[config.mk]
export PLATFORM = sky130hd
export DESIGN_NAME = vga_timing_gen
export DESIGN_NICKNAME = d
export VERILOG_FILES = /design/src/rtl/vga_timing_gen.sv
export SDC_FILE = /design/constraint.sdc
export NUM_CORES = 1
export LEC_CHECK = 0
export CORE_ASPECT_RATIO = 0.9
export CORE_MARGIN = 1.5
export CORE_UTILIZATION = 50
export CTS_BUF_LIST = sky130_fd_sc_hd__clkbuf_4 sky130_fd_sc_hd__clkbuf_8
export DETAILED_ROUTE_END_ITERATION = 16
export PLACE_DENSITY_LB_ADDON = 0.15
export SYNTH_ARGS = -nofsm -noshare
export SYNTH_HDL_FRONTEND = slang
export SYNTH_SLANG_ARGS = --single-unit
export TNS_END_PERCENT = 1
[constraint.sdc]
create_clock -name clk -period 4.5 [get_ports clk]
set_input_delay 0.9 -clock clk [delete_from_list [all_inputs] [get_ports clk]]
set_output_delay 0.9 -clock clk [all_outputs]
set_load 0.01 [all_outputs]
[src/rtl/vga_timing_gen.sv]
// vga_timing_gen
//   Parametrised VGA raster timing generator. It divides the system clock into
//   pixel ticks and walks a (hcount, vcount) raster position. From the new
//   position it decodes sync, display-enable and blanking. It also emits
//   pixel/line/frame strobes for the renderer and the video output stage.
//
//   Ports
//     clk          system clock; all logic is on the rising edge
//     rst          synchronous reset, active-high
//     hcount       horizontal pixel position, 0..H_TOTAL-1
//     vcount       line position, 0..V_TOTAL-1
//     hsync        horizontal sync, active level given by H_POL
//     vsync        vertical sync, active level given by V_POL
//     display      visible-area flag
//     vblank       vertical blanking flag (vcount >= V_ACTIVE)
//     pix_ce       one-clk pulse when a new pixel position is presented
//     line_start   one-clk pulse when hcount becomes 0
//     frame_start  one-clk pulse when the position becomes (0,0)
//
//   All outputs come straight from flops.
module vga_timing_gen #(
  parameter int H_ACTIVE = 800,
  parameter int H_FP     = 40,
  parameter int H_SYNC   = 128,
  parameter int H_BP     = 88,
  parameter int V_ACTIVE = 600,
  parameter int V_FP     = 1,
  parameter int V_SYNC   = 4,
  parameter int V_BP     = 23,
  parameter bit H_POL    = 1'b1,
  parameter bit V_POL    = 1'b1,
  parameter int CLK_DIV  = 1,
  parameter int HW       = 11,
  parameter int VW       = 10
) (
  input  logic          clk,
  input  logic          rst,
  output logic [HW-1:0] hcount,
  output logic [VW-1:0] vcount,
  output logic          hsync,
  output logic          vsync,
  output logic          display,
  output logic          vblank,
  output logic          pix_ce,
  output logic          line_start,
  output logic          frame_start
);

  localparam int H_TOTAL = H_ACTIVE + H_FP + H_SYNC + H_BP;
  localparam int V_TOTAL = V_ACTIVE + V_FP + V_SYNC + V_BP;
  localparam int DW      = (CLK_DIV > 1) ? $clog2(CLK_DIV) : 1;

  localparam logic [DW-1:0] DIV_LAST = DW'(CLK_DIV - 1);
  localparam logic [HW-1:0] H_LAST   = HW'(H_TOTAL - 1);
  localparam logic [VW-1:0] V_LAST   = VW'(V_TOTAL - 1);

  // Window bounds are one bit wider than the counters, so an end bound equal
  // to the total count (zero back porch) still compares correctly.
  localparam logic [HW:0] H_DISP_END  = (HW+1)'(H_ACTIVE);
  localparam logic [HW:0] H_SYNC_BEG  = (HW+1)'(H_ACTIVE + H_FP);
  localparam logic [HW:0] H_SYNC_END  = (HW+1)'(H_ACTIVE + H_FP + H_SYNC);
  localparam logic [VW:0] V_DISP_END  = (VW+1)'(V_ACTIVE);
  localparam logic [VW:0] V_SYNC_BEG  = (VW+1)'(V_ACTIVE + V_FP);
  localparam logic [VW:0] V_SYNC_END  = (VW+1)'(V_ACTIVE + V_FP + V_SYNC);

  logic [DW-1:0] div_q, div_d;
  logic [HW-1:0] hcount_q, hcount_d;
  logic [VW-1:0] vcount_q, vcount_d;
  logic          hsync_q, hsync_d;
  logic          vsync_q, vsync_d;
  logic          display_q, display_d;
  logic          vblank_q, vblank_d;
  logic          pix_ce_q, pix_ce_d;
  logic          line_start_q, line_start_d;
  logic          frame_start_q, frame_start_d;
  logic          tick;
  logic [HW:0]   h_ext;
  logic [VW:0]   v_ext;

  // Next-state logic. Between ticks every level output holds its value, and
  // strobes drop to 0. On a tick the position advances. Every decoded output
  // is then computed from the new position, so it lines up with hcount/vcount
  // in the same cycle.
  always_comb begin
    tick          = (div_q == DIV_LAST);
    div_d         = tick ? '0 : div_q + 1'b1;
    hcount_d      = hcount_q;
    vcount_d      = vcount_q;
    hsync_d       = hsync_q;
    vsync_d       = vsync_q;
    display_d     = display_q;
    vblank_d      = vblank_q;
    pix_ce_d      = 1'b0;
    line_start_d  = 1'b0;
    frame_start_d = 1'b0;
    h_ext         = '0;
    v_ext         = '0;

    if (tick) begin
      if (hcount_q == H_LAST) begin
        hcount_d = '0;
        vcount_d = (vcount_q == V_LAST) ? '0 : vcount_q + 1'b1;
      end else begin
        hcount_d = hcount_q + 1'b1;
      end

      h_ext = {1'b0, hcount_d};
      v_ext = {1'b0, vcount_d};

      // A zero-width sync gives begin == end, so the window is empty.
      hsync_d       = ((h_ext >= H_SYNC_BEG) && (h_ext < H_SYNC_END)) ? H_POL : ~H_POL;
      vsync_d       = ((v_ext >= V_SYNC_BEG) && (v_ext < V_SYNC_END)) ? V_POL : ~V_POL;
      display_d     = (h_ext < H_DISP_END) && (v_ext < V_DISP_END);
      vblank_d      = (v_ext >= V_DISP_END);
      pix_ce_d      = 1'b1;
      line_start_d  = (hcount_d == '0);
      frame_start_d = (hcount_d == '0) && (vcount_d == '0);
    end
  end

  // State register. Reset parks the raster on the last position of the frame,
  // so the first tick after release lands on (0,0) and raises frame_start.
  // Reset also overrides any tick that is pending, so no partial strobe escapes.
  always_ff @(posedge clk) begin
    if (rst) begin
      div_q         <= '0;
      hcount_q      <= H_LAST;
      vcount_q      <= V_LAST;
      hsync_q       <= ~H_POL;
      vsync_q       <= ~V_POL;
      display_q     <= 1'b0;
      vblank_q      <= 1'b1;
      pix_ce_q      <= 1'b0;
      line_start_q  <= 1'b0;
      frame_start_q <= 1'b0;
    end else begin
      div_q         <= div_d;
      hcount_q      <= hcount_d;
      vcount_q      <= vcount_d;
      hsync_q       <= hsync_d;
      vsync_q       <= vsync_d;
      display_q     <= display_d;
      vblank_q      <= vblank_d;
      pix_ce_q      <= pix_ce_d;
      line_start_q  <= line_start_d;
      frame_start_q <= frame_start_d;
    end
  end

  assign hcount      = hcount_q;
  assign vcount      = vcount_q;
  assign hsync       = hsync_q;
  assign vsync       = vsync_q;
  assign display     = display_q;
  assign vblank      = vblank_q;
  assign pix_ce      = pix_ce_q;
  assign line_start  = line_start_q;
  assign frame_start = frame_start_q;

endmodule

==> results summary, run 1 <==
The delay of the slowest cell on the worst path came out at 460 ps. The clock-pin slew on the worst setup and hold paths is 60 ps. The XOR/XNOR share of the synthesized area is 0.05593. The vias after detailed routing is 1902. In this run the critical register-to-register path is captured at frame_start$_SDFF_PP0_. The total die area is 0.004136 mm2.

The cell total after placement came out at 298. After the flow finishes, the layout carries non-filler instances totaling 306. The number of global-route vias before repair came out at 1677. After routing the design area is 0.002257 mm2. The clock insertion delay at the later pin of the skew report came out at 290 ps. The initial antenna violation count is 0. The congestion estimate from routability-driven global placement came to 0.8699.

The longest clock path from root to sink contains 2 buffers. Of the total synthesized cell area, the portion taken by AND, OR, NAND and NOR gates is 0.3242. Counting flops with an async set or reset pin after synthesis yields a share of 0. The core footprint came out at 0.003478 mm2. The total of flip-flops plus latches after synthesis is 29. The height of the die came out at 61.16 um. The total wire length came out at 4805 um. In the global route stage, overall resource usage came out at 0.2617. The largest vdd supply drop came out at 269.5 uV.

The detailed-routing iteration count for the pre-antenna-repair pass is 4. The tree built by TritonCTS fans out to 29 sinks. The worst hold path was traced through 2 stages. The cell type of the slowest stage on the worst timing path is sky130_fd_sc_hd__nand3_1.

Setup repair after global routing left no endpoint under its margin. Buffers placed on the I/O ports in this run total 29. The path type of the worst min-delay path is register to register. The path with the worst hold slack has its endpoint at display$_SDFFE_PP0N_. The initial cell density of the core is 0.5403.

The routed wire length per instance came out at 15.70 um. Adding up every negative setup slack in the final design gives 0 ps. The count of endpoints failing setup in the final report is 0. The I/O pin count came out at 30. The total placed instance area came out at 0.002156 mm2. The top cell types in the final layout, fill and taps aside, are sky130_fd_sc_hd__dfxtp_1, sky130_fd_sc_hd__clkdlybuf4s50_1, sky130_fd_sc_hd__nor2_1. Summing every instance area after synthesis gives 0.001879 mm2.

After the first detailed-routing iteration, the DRC count stood at 129. The final count of pins violating max slew came out at 0. The final layout contains 265 nets. The maximum frequency from static timing analysis is 0.3319 GHz. Clock tree synthesis inserted a total of 5 buffers. The pin slew with the least headroom to its limit is 766.5 ps.

The standard-cell row count is 20. The first global-routing pass estimated 8004 um of wire. After layout, the worst setup slack is 1487 ps. The share of the clock period used by the worst path is 0.6696. The gate count after technology mapping is 241. The most critical setup path has its startpoint at hcount[0]$_SDFFE_PP1N_. The highest net fanout along the worst path came out at 13. The proportion of synthesized area in mux cells is 0.005326. The total power per unit cell area came out at 380.8 mW/mm2.

The number of enable-type register cells in the synthesized netlist came out at 0. For the finished layout, the period the worst path requires is 3013 ps. The layout overhead on the synthesized area came out at 20.11%.

For the worst setup path, the data arrival time is 3250 ps. The share of the Yosys chip area taken by registers is 0.3089. The H-tree was split into 2 levels.

During synthesis, Yosys emitted a total of 0 warnings. For this design the static power due to leakage is 0.8237 nW. The number of buffers inserted by hold repair at cts is 0. The sum of internal, switching and leakage power came out at 0.8596 mW. Once detailed placement completed, the half-perimeter wirelength came to 3430 um.

The startpoint identified for the worst hold timing path is display$_SDFFE_PP0N_. The antenna diode count is 0. TritonCTS built the clock tree. The pin count of the biggest net entering global routing came out at 22.

The critical path is of the register to register type. The buffers inserted during post-CTS setup optimization came out at 0. STA classifies the critical path startpoint as a register. The die width is 67.63 um. The dominant register cell in the synthesized netlist is sky130_fd_sc_hd__dfxtp_1. The max-cap violation count came out at 0.

Walking the worst path, the cells encountered are ha_1 -> and3_1 -> nand3_1 -> o31a_1 -> or2_2 -> nor4b_1 -> o2111a_1. The remaining antenna violation count came out at 0. STA puts the critical path data required time at 4730 ps.

The area share of fa/ha/maj cells after synthesis came out at 0.01332. The remaining design rule violation count came out at 0. In the final layout, the share of cells above drive strength 1 is 0.06107.

The worst setup slack before clock tree synthesis came out at 1379 ps. The global route total overflow came out at 0. The worst-case reg-to-reg path depth came out at 7. In this run the clock root is driven by a sky130_fd_sc_hd__clkbuf_8. The register-to-register path setup slack came out at 1490 ps. The share of the synthesized area in compound gates (AO/OA/AOI/OAI) was 0.2417. The clock skew came out at 5.006 ps. The hold violation count in the final report came out at 0. The netlist uses 57 different library cells. The run finished with clean final reports. STA classifies the critical path endpoint as a register. When the netlist entered floorplanning its net count stood at 245. The dominant combinational cell family by area after synthesis is simple AND/OR/NAND/NOR gates. The mean area per synthesized cell came out at 7.798 um2.

The worst slew margin relative to its limit is 0.4874. In this run the critical register-to-register path is launched from hcount[0]$_SDFFE_PP1N_. The via-per-instance ratio is 6.216. The post-CTS resize count is 0.
[how the worst max path moves through the flow]
stage	end	slack, ps	cells past startpoint
after floorplan	vblank$_SDFFE_PP1N_	2290	8
after global placement	frame_start$_SDFF_PP0_	1450	7
after detailed placement	frame_start$_SDFF_PP0_	1380	7
after CTS	frame_start$_SDFF_PP0_	1510	7
after global routing	frame_start$_SDFF_PP0_	1270	7
final	frame_start$_SDFF_PP0_	1490	7
[Yosys cell counts, drive strengths merged, types with 2 or more instances]
library cell,n,area (um2)
dfxtp,29,580.6
nor2,23,86.33
nand2,20,75.07
a21oi,18,90.09
clkbuf,13,48.80
nand4,13,81.33
o21ai,13,65.06
nand3,9,45.04
xnor2,8,70.07
and3,7,43.79
a31oi,5,31.28
nor2b,5,31.28
a211o,4,35.03
and4,4,35.03
buf,4,27.52
nand2b,4,25.02
nor3,4,25.02
nor4,4,46.29
xor2,4,35.03
a211oi,3,22.52
a22o,3,26.28
and2,3,18.77
inv,3,11.26
a221o,2,20.02
a22oi,2,15.01
a311oi,2,23.77
and4b,2,20.02
ha,2,25.02
nand3b,2,15.01
o211ai,2,15.01
o22a,2,17.52
o31a,2,17.52
o31ai,2,15.01
or2,2,12.51
or3,2,12.51
or4,2,18.77
[flip-flops by register name, indices dropped and copies added, names as in the netlist]
signal,cells
vsync,1
div_q,1
display,1
hcount,11
pix_ce,1
hsync,1
vcount,10
vblank,1
line_start,1
frame_start,1
[critical path: cells and delay by family (launching register included)]
| kind | cells | cell delay [ps] |
|---|---|---|
| AO/OA/AOI/OAI | 2 | 700 |
| adder cells (fa/ha/maj) | 1 | 290 |
| flip-flops | 1 | 450 |
| AND/OR/NAND/NOR | 4 | 1520 |
[through the flow]
| stage | utilization | hold WS, ps |
|---|---|---|
| 4_1_cts | 0.6489 | 457.3 |
| 6_report | 0.6489 | 454.6 |
| 3_3_place_gp | 0.6198 | 443.0 |
| 5_1_grt | 0.6489 | 477.5 |
| 3_5_place_dp | 0.6198 | 448.5 |
| 2_1_floorplan | - | 470.4 |
[power breakdown]
part           internal, mW  total [mW]  switching [mW]
registers             0.277       0.320          0.0421
logic                 0.130       0.300           0.170
clock network         0.138       0.240           0.102
[area by class of cell]
type / count / area [um2]
inverter: 4 / 15.01
tap: 44 / 55.05
multi-input combinational: 191 / 1207
timing repair buffer: 30 / 297.8
fill: 316 / 1221
sequential: 29 / 580.6
clock buffer: 7 / 96.34
clock inverter: 1 / 5.005
[kinds of logic after synthesis]
| family | Yosys count |
|---|---|
| AND/OR/NAND/NOR | 108 |
| AO/OA/AOI/OAI | 67 |
| flip-flops | 29 |
| buffers and inverters | 21 |
| XOR/XNOR | 12 |
| adder cells (fa/ha/maj) | 2 |
| other | 1 |
| multiplexers | 1 |
[layer usage]
metal / routed length [um] / part of all wire / global-route usage
met5: 0 / 0 / 0
met4: 89 / 0.019 / 0.1166
met3: 370 / 0.077 / 0.06399
met2: 1955 / 0.41 / 0.3613
met1: 2390 / 0.50 / 0.3829
Note: power is estimated with default switching activity, not from simulation.
==> run 2: changes to the inputs <==
- clock period: 4.5 -> 3 ns (I/O delays scaled with it)
==> results summary, run 2 (synthesis gave the netlist of run 1 again) <==
The total CTS buffers came out at 5 (unchanged). The number of DRC markers in iteration 0 is 152 (was 129). The clock skew is 8.147 ps (was 5.006 ps). The total die area came to 0.004136 mm2 (unchanged). The share of the clock period used by the worst path is 0.8466 (was 0.6696).

The height of the die is 61.16 um (unchanged). The number of buffers inserted by hold repair at cts came to 0 (unchanged). The detailed-routing iteration count for the pre-antenna-repair pass came out at 4 (unchanged). The classification of the worst setup path is register to register (unchanged). The global-route wire length before repair was 7728 um (was 8004 um). The switching component of the power came out at 0.4585 mW (was 0.3146 mW). The TritonCTS clock tree is done (unchanged).

The clock-pin slew on the worst setup and hold paths was 60 ps (about the same). The pin slew with the least headroom to its limit is 582.2 ps (was 766.5 ps). The critical path capture point type is a register (unchanged). The pin count of the biggest net entering global routing came out at 21 (was 22). The global route total overflow is 0 (unchanged). The path type of the worst min-delay path is register to register (unchanged). The total negative setup slack is 0 ps (unchanged). The count of buffers from port buffering is 29 (unchanged). The part of the power in the clock network is 0.260 (was 0.280).

The count of endpoints failing setup in the final report is 0 (unchanged). The sum of internal, switching and leakage power came to 1.268 mW (was 0.8596 mW). The internal power is 0.8090 mW (was 0.5450 mW). The clock root buffer is sky130_fd_sc_hd__clkbuf_8 (unchanged). The half-perimeter wire length after placement is 3383 um (was 3430 um). The buffers inserted during post-CTS setup optimization is 0 (unchanged).

The launching element type of the critical path is a register (unchanged). The number of flip-flops in the largest register is 11 (unchanged). The hold violation count in the final report is 0 (unchanged). The maximum frequency from static timing analysis came out at 0.3937 GHz (was 0.3319 GHz). The minimum period implied by the final worst setup slack is 2540 ps (was 3013 ps). The via-per-instance ratio was 6.210 (was 6.216). The critical path data arrival time came to 2760 ps (was 3250 ps).

The share of cells above drive strength 1 came to 0.07170 (was 0.06107). The worst path required time came out at 3220 ps (was 4730 ps). The switching share of total power is 0.3617 (was 0.3660). The final-layout fill cell count came out at 319 (was 316). The standard-cell row count is 20 (unchanged). The total power per unit cell area is 556.9 mW/mm2 (was 380.8 mW/mm2). The initial cell density of the core came to 0.5403 (unchanged). The remaining design rule violation count came to 0 (unchanged).

The core footprint came out at 0.003478 mm2 (unchanged). The routed wire length per instance was 15.53 um (was 15.70 um). The number of global-route vias before repair is 1598 (was 1677). Commonest non-fill, non-tap cells in the layout: sky130_fd_sc_hd__dfxtp_1, sky130_fd_sc_hd__clkdlybuf4s50_1, sky130_fd_sc_hd__nor2_1 (unchanged). The initial antenna violation count came out at 0 (unchanged). The routability congestion estimate is 0.8979 (was 0.8699). The count of clock tree sinks is 29 (unchanged). The combinational fraction of design power is 0.370 (was 0.349). The antenna diode count is 0 (unchanged). The layout overhead on the synthesized area came out at 21.11% (was 20.11%). The global routing usage summed across all routing layers is 0.2500 (was 0.2617).

The sequential share of power is 0.370 (was 0.372). The max-cap violation count came out at 0 (unchanged). The remaining antenna violation count was 0 (unchanged). The clock insertion delay at the later pin of the skew report is 280 ps (was 290 ps). The total wire length was 4799 um (was 4805 um). Setup repair after global routing missed its margin: no (unchanged). The maximum buffer depth of the clock tree came to 2 (unchanged).

The deepest level of the CTS H-tree is 2 (unchanged). The highest net fanout along the worst path came out at 12 (was 13). Status: finished, final reports clean (unchanged).

The I/O pin count came out at 30 (unchanged). The largest vdd supply drop is 370.5 uV (was 269.5 uV). The number of nets in the layout is 269 (was 265).

The vias after detailed routing is 1919 (was 1902). The worst slew margin relative to its limit came out at 0.6114 (was 0.4874). The final count of pins violating max slew was 0 (unchanged).

The leakage power of the design came to 0.8362 nW (was 0.8237 nW). The die width is 67.63 um (unchanged). The post-CTS resize count came out at 0 (unchanged).
-- run 2: power groups by stage --
stage	Clock, mW	Combinational (mW)	Sequential, mW
after global routing	0.354	0.514	0.476
final	0.330	0.469	0.469
after floorplan	0	0.332	0.467
after global placement	0	0.465	0.476
after detailed placement	0	0.458	0.476
after CTS	0.342	0.460	0.468
-- run 2: worst paths after layout --
kind | from | end | slack, ps | cells past startpoint
setup / recovery | hcount[0]$_SDFFE_PP1N_ | vblank$_SDFFE_PP1N_ | 460 | 8
hold reg to reg | display$_SDFFE_PP0N_ | display$_SDFFE_PP0N_ | 450 | 2
hold / removal | display$_SDFFE_PP0N_ | display$_SDFFE_PP0N_ | 450 | 2
setup reg to reg | hcount[0]$_SDFFE_PP1N_ | vblank$_SDFFE_PP1N_ | 460 | 8
-- run 2: area by class of cell --
class | instances | area, um2 | share of cell area
tap | 44 | 55.05 | 0.02419
multi-input combinational | 191 | 1207 | 0.5305
clock buffer | 7 | 90.09 | 0.03958
timing repair buffer | 34 | 327.8 | 0.1440
inverter | 4 | 15.01 | 0.006597
sequential | 29 | 580.6 | 0.2551
-- run 2: critical path, cell delays in order (launching register included) --
cell,delay [ps]
sky130_fd_sc_hd__dfxtp_1,440
sky130_fd_sc_hd__ha_1,280
sky130_fd_sc_hd__and3_1,400
sky130_fd_sc_hd__nand3_1,160
sky130_fd_sc_hd__buf_4,210
sky130_fd_sc_hd__nor4_1,420
sky130_fd_sc_hd__a211oi_1,120
sky130_fd_sc_hd__a311oi_2,290
sky130_fd_sc_hd__o22a_1,170
-- run 2: through the flow --
| step | setup WS [ps] | cells | instance area (um2) | util | hold WS, ps |
|---|---|---|---|---|---|
| 3_3_place_gp | 571.8 | 302 | 2186 | 0.6284 | 441.9 |
| 2_1_floorplan | 790.0 | 241 | 1879 | - | 470.4 |
| 3_5_place_dp | 470.6 | 302 | 2186 | 0.6284 | 443.9 |
| 5_1_grt | 177.4 | 309 | 2276 | 0.6543 | 478.6 |
| 6_report | 460.3 | 309 | 2276 | 0.6543 | 446.7 |
| 4_1_cts | 454.0 | 309 | 2276 | 0.6543 | 452.2 |
-- run 2: layer usage --
layer / vias up / routed length (um) / track usage
met2: 96 / 2059 / 0.3333
met5: - / 0 / 0
li1: 948 / - / -
met4: 0 / 22 / 0.07289
met1: 873 / 2296 / 0.3845
met3: 2 / 421 / 0.06947
==> run 3: changes to the inputs <==
- clock period: 3 -> 2.4 ns (I/O delays scaled with it)
==> results summary, run 3 (synthesis gave the netlist of run 1 again) <==
The footprint of the multi-input gates was 0.001225 mm2 (was 0.001207 mm2). Setup repair after global routing missed its margin: no (unchanged). The hold violation count in the final report came to 0 (unchanged). The core footprint came out at 0.003478 mm2 (unchanged). The worst setup slack before clock tree synthesis came out at 118.6 ps (was 470.6 ps). The final count of pins violating max slew came out at 0 (unchanged). The highest net fanout along the worst path is 11 (was 12). The global-route wire length before repair is 8204 um (was 7728 um). The clock-pin slew on the worst setup and hold paths came out at 60 ps (about the same). The max-cap violation count was 0 (unchanged). The detailed-routing iteration count for the pre-antenna-repair pass is 4 (unchanged).

The buffers inserted during post-CTS setup optimization is 0 (unchanged). The count of buffers from port buffering came out at 29 (unchanged). The path type of the worst min-delay path is register to register (unchanged). The total negative setup slack is 0 ps (unchanged).

The register-to-register path setup slack came out at 130 ps (was 460 ps). The classification of the worst setup path is register to register (unchanged). The maximum buffer depth of the clock tree is 2 (unchanged). The launching element type of the critical path is a register (unchanged). The total wire length is 5137 um (was 4799 um).

The die width is 67.63 um (unchanged). The TritonCTS clock tree is done (unchanged). The height of the die is 61.16 um (unchanged). The total buffers and inverters traversed by the critical path is 0 (was 1). The initial cell density of the core came out at 0.5403 (unchanged). The critical path capture point type is a register (unchanged). The vias after detailed routing is 1952 (was 1919). The leading cell type in the layout, fill and taps excluded is sky130_fd_sc_hd__clkdlybuf4s50_1. Status: finished, final reports clean (unchanged). The critical path data arrival time is 2500 ps (was 2760 ps). The share of cells above drive strength 1 was 0.1227 (was 0.07170). The final-layout fill cell count came out at 324 (was 319). The cell total after placement came out at 314 (was 302). The footprint of the flip-flops and latches came to 581.8 um2 (was 580.6 um2). The sum of internal, switching and leakage power is 1.647 mW (was 1.268 mW). The half-perimeter wire length after placement is 3639 um (was 3383 um).

The I/O pin count is 30 (unchanged). The delay of the slowest cell on the worst path is 560 ps (was 440 ps). The kind of cell adding the most delay to the critical path is simple AND/OR/NAND/NOR gates (unchanged). The reg-to-reg critical path endpoint is vblank$_SDFFE_PP1N_ (unchanged). The number of nets in the layout is 281 (was 269). The cell type of the slowest stage on the worst timing path was sky130_fd_sc_hd__or4_4 (was sky130_fd_sc_hd__dfxtp_1). The clock root buffer is sky130_fd_sc_hd__clkbuf_8 (unchanged). Critical path, cell by cell: or4_4 -> nor4_4 -> xnor2_1 -> a211o_1 -> a311oi_2 -> o22a_1 (was ha_1 -> and3_1 -> nand3_1 -> buf_4 -> nor4_1 -> a211oi_1 -> a311oi_2 -> o22a_1). The number of buffers inserted by hold repair at cts came out at 0 (unchanged). The antenna diode count came to 0 (unchanged). The clock insertion delay at the later pin of the skew report was 280 ps (about the same). The minimum period implied by the final worst setup slack is 2267 ps (was 2540 ps). The global route total overflow came out at 0 (unchanged). The largest vdd supply drop is 508.2 uV (was 370.5 uV). The count of clock tree sinks came out at 29 (unchanged).

The share of the clock period used by the worst path is 0.9444 (was 0.8466). The hold path startpoint was display$_SDFFE_PP0N_ (unchanged). The final standard cell count with taps included and fillers excluded came to 321 (was 309).

The count of endpoints failing setup in the final report is 0 (unchanged). The number of cells on the worst hold path is 2 (unchanged). The total die area came out at 0.004136 mm2 (unchanged).

The number of DRC markers in iteration 0 was 155 (was 152). The deepest level of the CTS H-tree is 2 (unchanged). The post-CTS resize count came out at 0 (unchanged). The remaining antenna violation count is 0 (unchanged). The clock skew is 4.540 ps (was 8.147 ps). The endpoint with the worst hold slack is display$_SDFFE_PP0N_ (unchanged). The routed wire length per instance is 16.00 um (was 15.53 um). The total CTS buffers came out at 5 (unchanged). The worst-case hold slack is 455.5 ps (was 446.7 ps). The initial antenna violation count came out at 0 (unchanged).

The standard-cell row count is 20 (unchanged). The pin count of the biggest net entering global routing was 21 (unchanged). The number of global-route vias before repair was 1633 (was 1598). The number of flip-flops in the largest register is 11 (unchanged). The worst-case reg-to-reg path depth is 6 (was 8). The worst path required time came to 2630 ps (was 3220 ps). The maximum frequency from static timing analysis came to 0.4412 GHz (was 0.3937 GHz). Commonest non-fill, non-tap cells in the layout: sky130_fd_sc_hd__clkdlybuf4s50_1, sky130_fd_sc_hd__dfxtp_1, sky130_fd_sc_hd__nor2_1 (was sky130_fd_sc_hd__dfxtp_1, sky130_fd_sc_hd__clkdlybuf4s50_1, sky130_fd_sc_hd__nor2_1). The global routing usage summed across all routing layers came to 0.2712 (was 0.2500).

The routability congestion estimate came out at 0.9809 (was 0.8979). The remaining design rule violation count was 0 (unchanged). The setup slack of the critical path after layout is 133.4 ps (was 460.3 ps).

The leakage power of the design came to 0.8995 nW (was 0.8362 nW). The via-per-instance ratio was 6.081 (was 6.210). The critical register-to-register path startpoint is hcount[8]$_SDFFE_PP0N_ (was hcount[0]$_SDFFE_PP1N_). The layout overhead on the synthesized area is 26.90% (was 21.11%). The total power per unit cell area came out at 690.6 mW/mm2 (was 556.9 mW/mm2).
==> run 3: cell count changes in the layout (fill, tap and decap cells not counted) <==
cell / change
sky130_fd_sc_hd__buf_4: +12
sky130_fd_sc_hd__ha_2: +1
sky130_fd_sc_hd__nor4_4: +1
sky130_fd_sc_hd__dfxtp_1: -1
sky130_fd_sc_hd__nor4_1: -1
sky130_fd_sc_hd__dfxtp_2: +1
sky130_fd_sc_hd__ha_1: -1
==> run 3: cell type report <==
cell class,count,share of cell area
clock buffers,7,0.03778
inverters,4,0.006296
multi-input cells,191,0.5136
flip-flops and latches,29,0.2440
well taps,44,0.02308
repair buffers,46,0.1752
==> run 3: worst max path at each step <==
stage	start	end	slack [ps]	depth (start not counted)
3_3_place_gp	vcount[0]$_SDFFE_PP1N_	frame_start$_SDFF_PP0_	110	6
2_1_floorplan	hcount[5]$_SDFFE_PP0N_	vblank$_SDFFE_PP1N_	190	8
4_1_cts	vcount[0]$_SDFFE_PP1N_	frame_start$_SDFF_PP0_	90	6
3_5_place_dp	vcount[0]$_SDFFE_PP1N_	frame_start$_SDFF_PP0_	120	6
6_report	hcount[8]$_SDFFE_PP0N_	vblank$_SDFFE_PP1N_	130	6
5_1_grt	vcount[1]$_SDFFE_PP1N_	frame_start$_SDFF_PP0_	2	6
==> run 3: metal layers <==
metal | part of all wire | global-route usage
met4 | 0.010 | 0.07872
met1 | 0.50 | 0.4120
met3 | 0.072 | 0.06947
met2 | 0.42 | 0.3739
met5 | 0 | 0
==> run 3: worst min-delay path, delay by kind of cell (launching register included) <==
family           cells  cell delay (ps)
AND/OR/NAND/NOR      1               50
AO/OA/AOI/OAI        1               50
flip-flops           1              310
==> run 3: stage by stage <==
step	util	area, um2
floorplan	-	1879
global placement	0.6543	2276
detailed placement	0.6543	2276
CTS	0.6802	2366
global route	0.6856	2385
finish	0.6856	2385
==> run 3: report_power, final <==
| part | internal (mW) | leakage (nW) | switching, mW | total (mW) |
|---|---|---|---|---|
| sequential | 0.521 | 0.237 | 0.0542 | 0.575 |
| combinational | 0.290 | 0.615 | 0.360 | 0.651 |
| clock | 0.238 | 0.0477 | 0.183 | 0.421 |
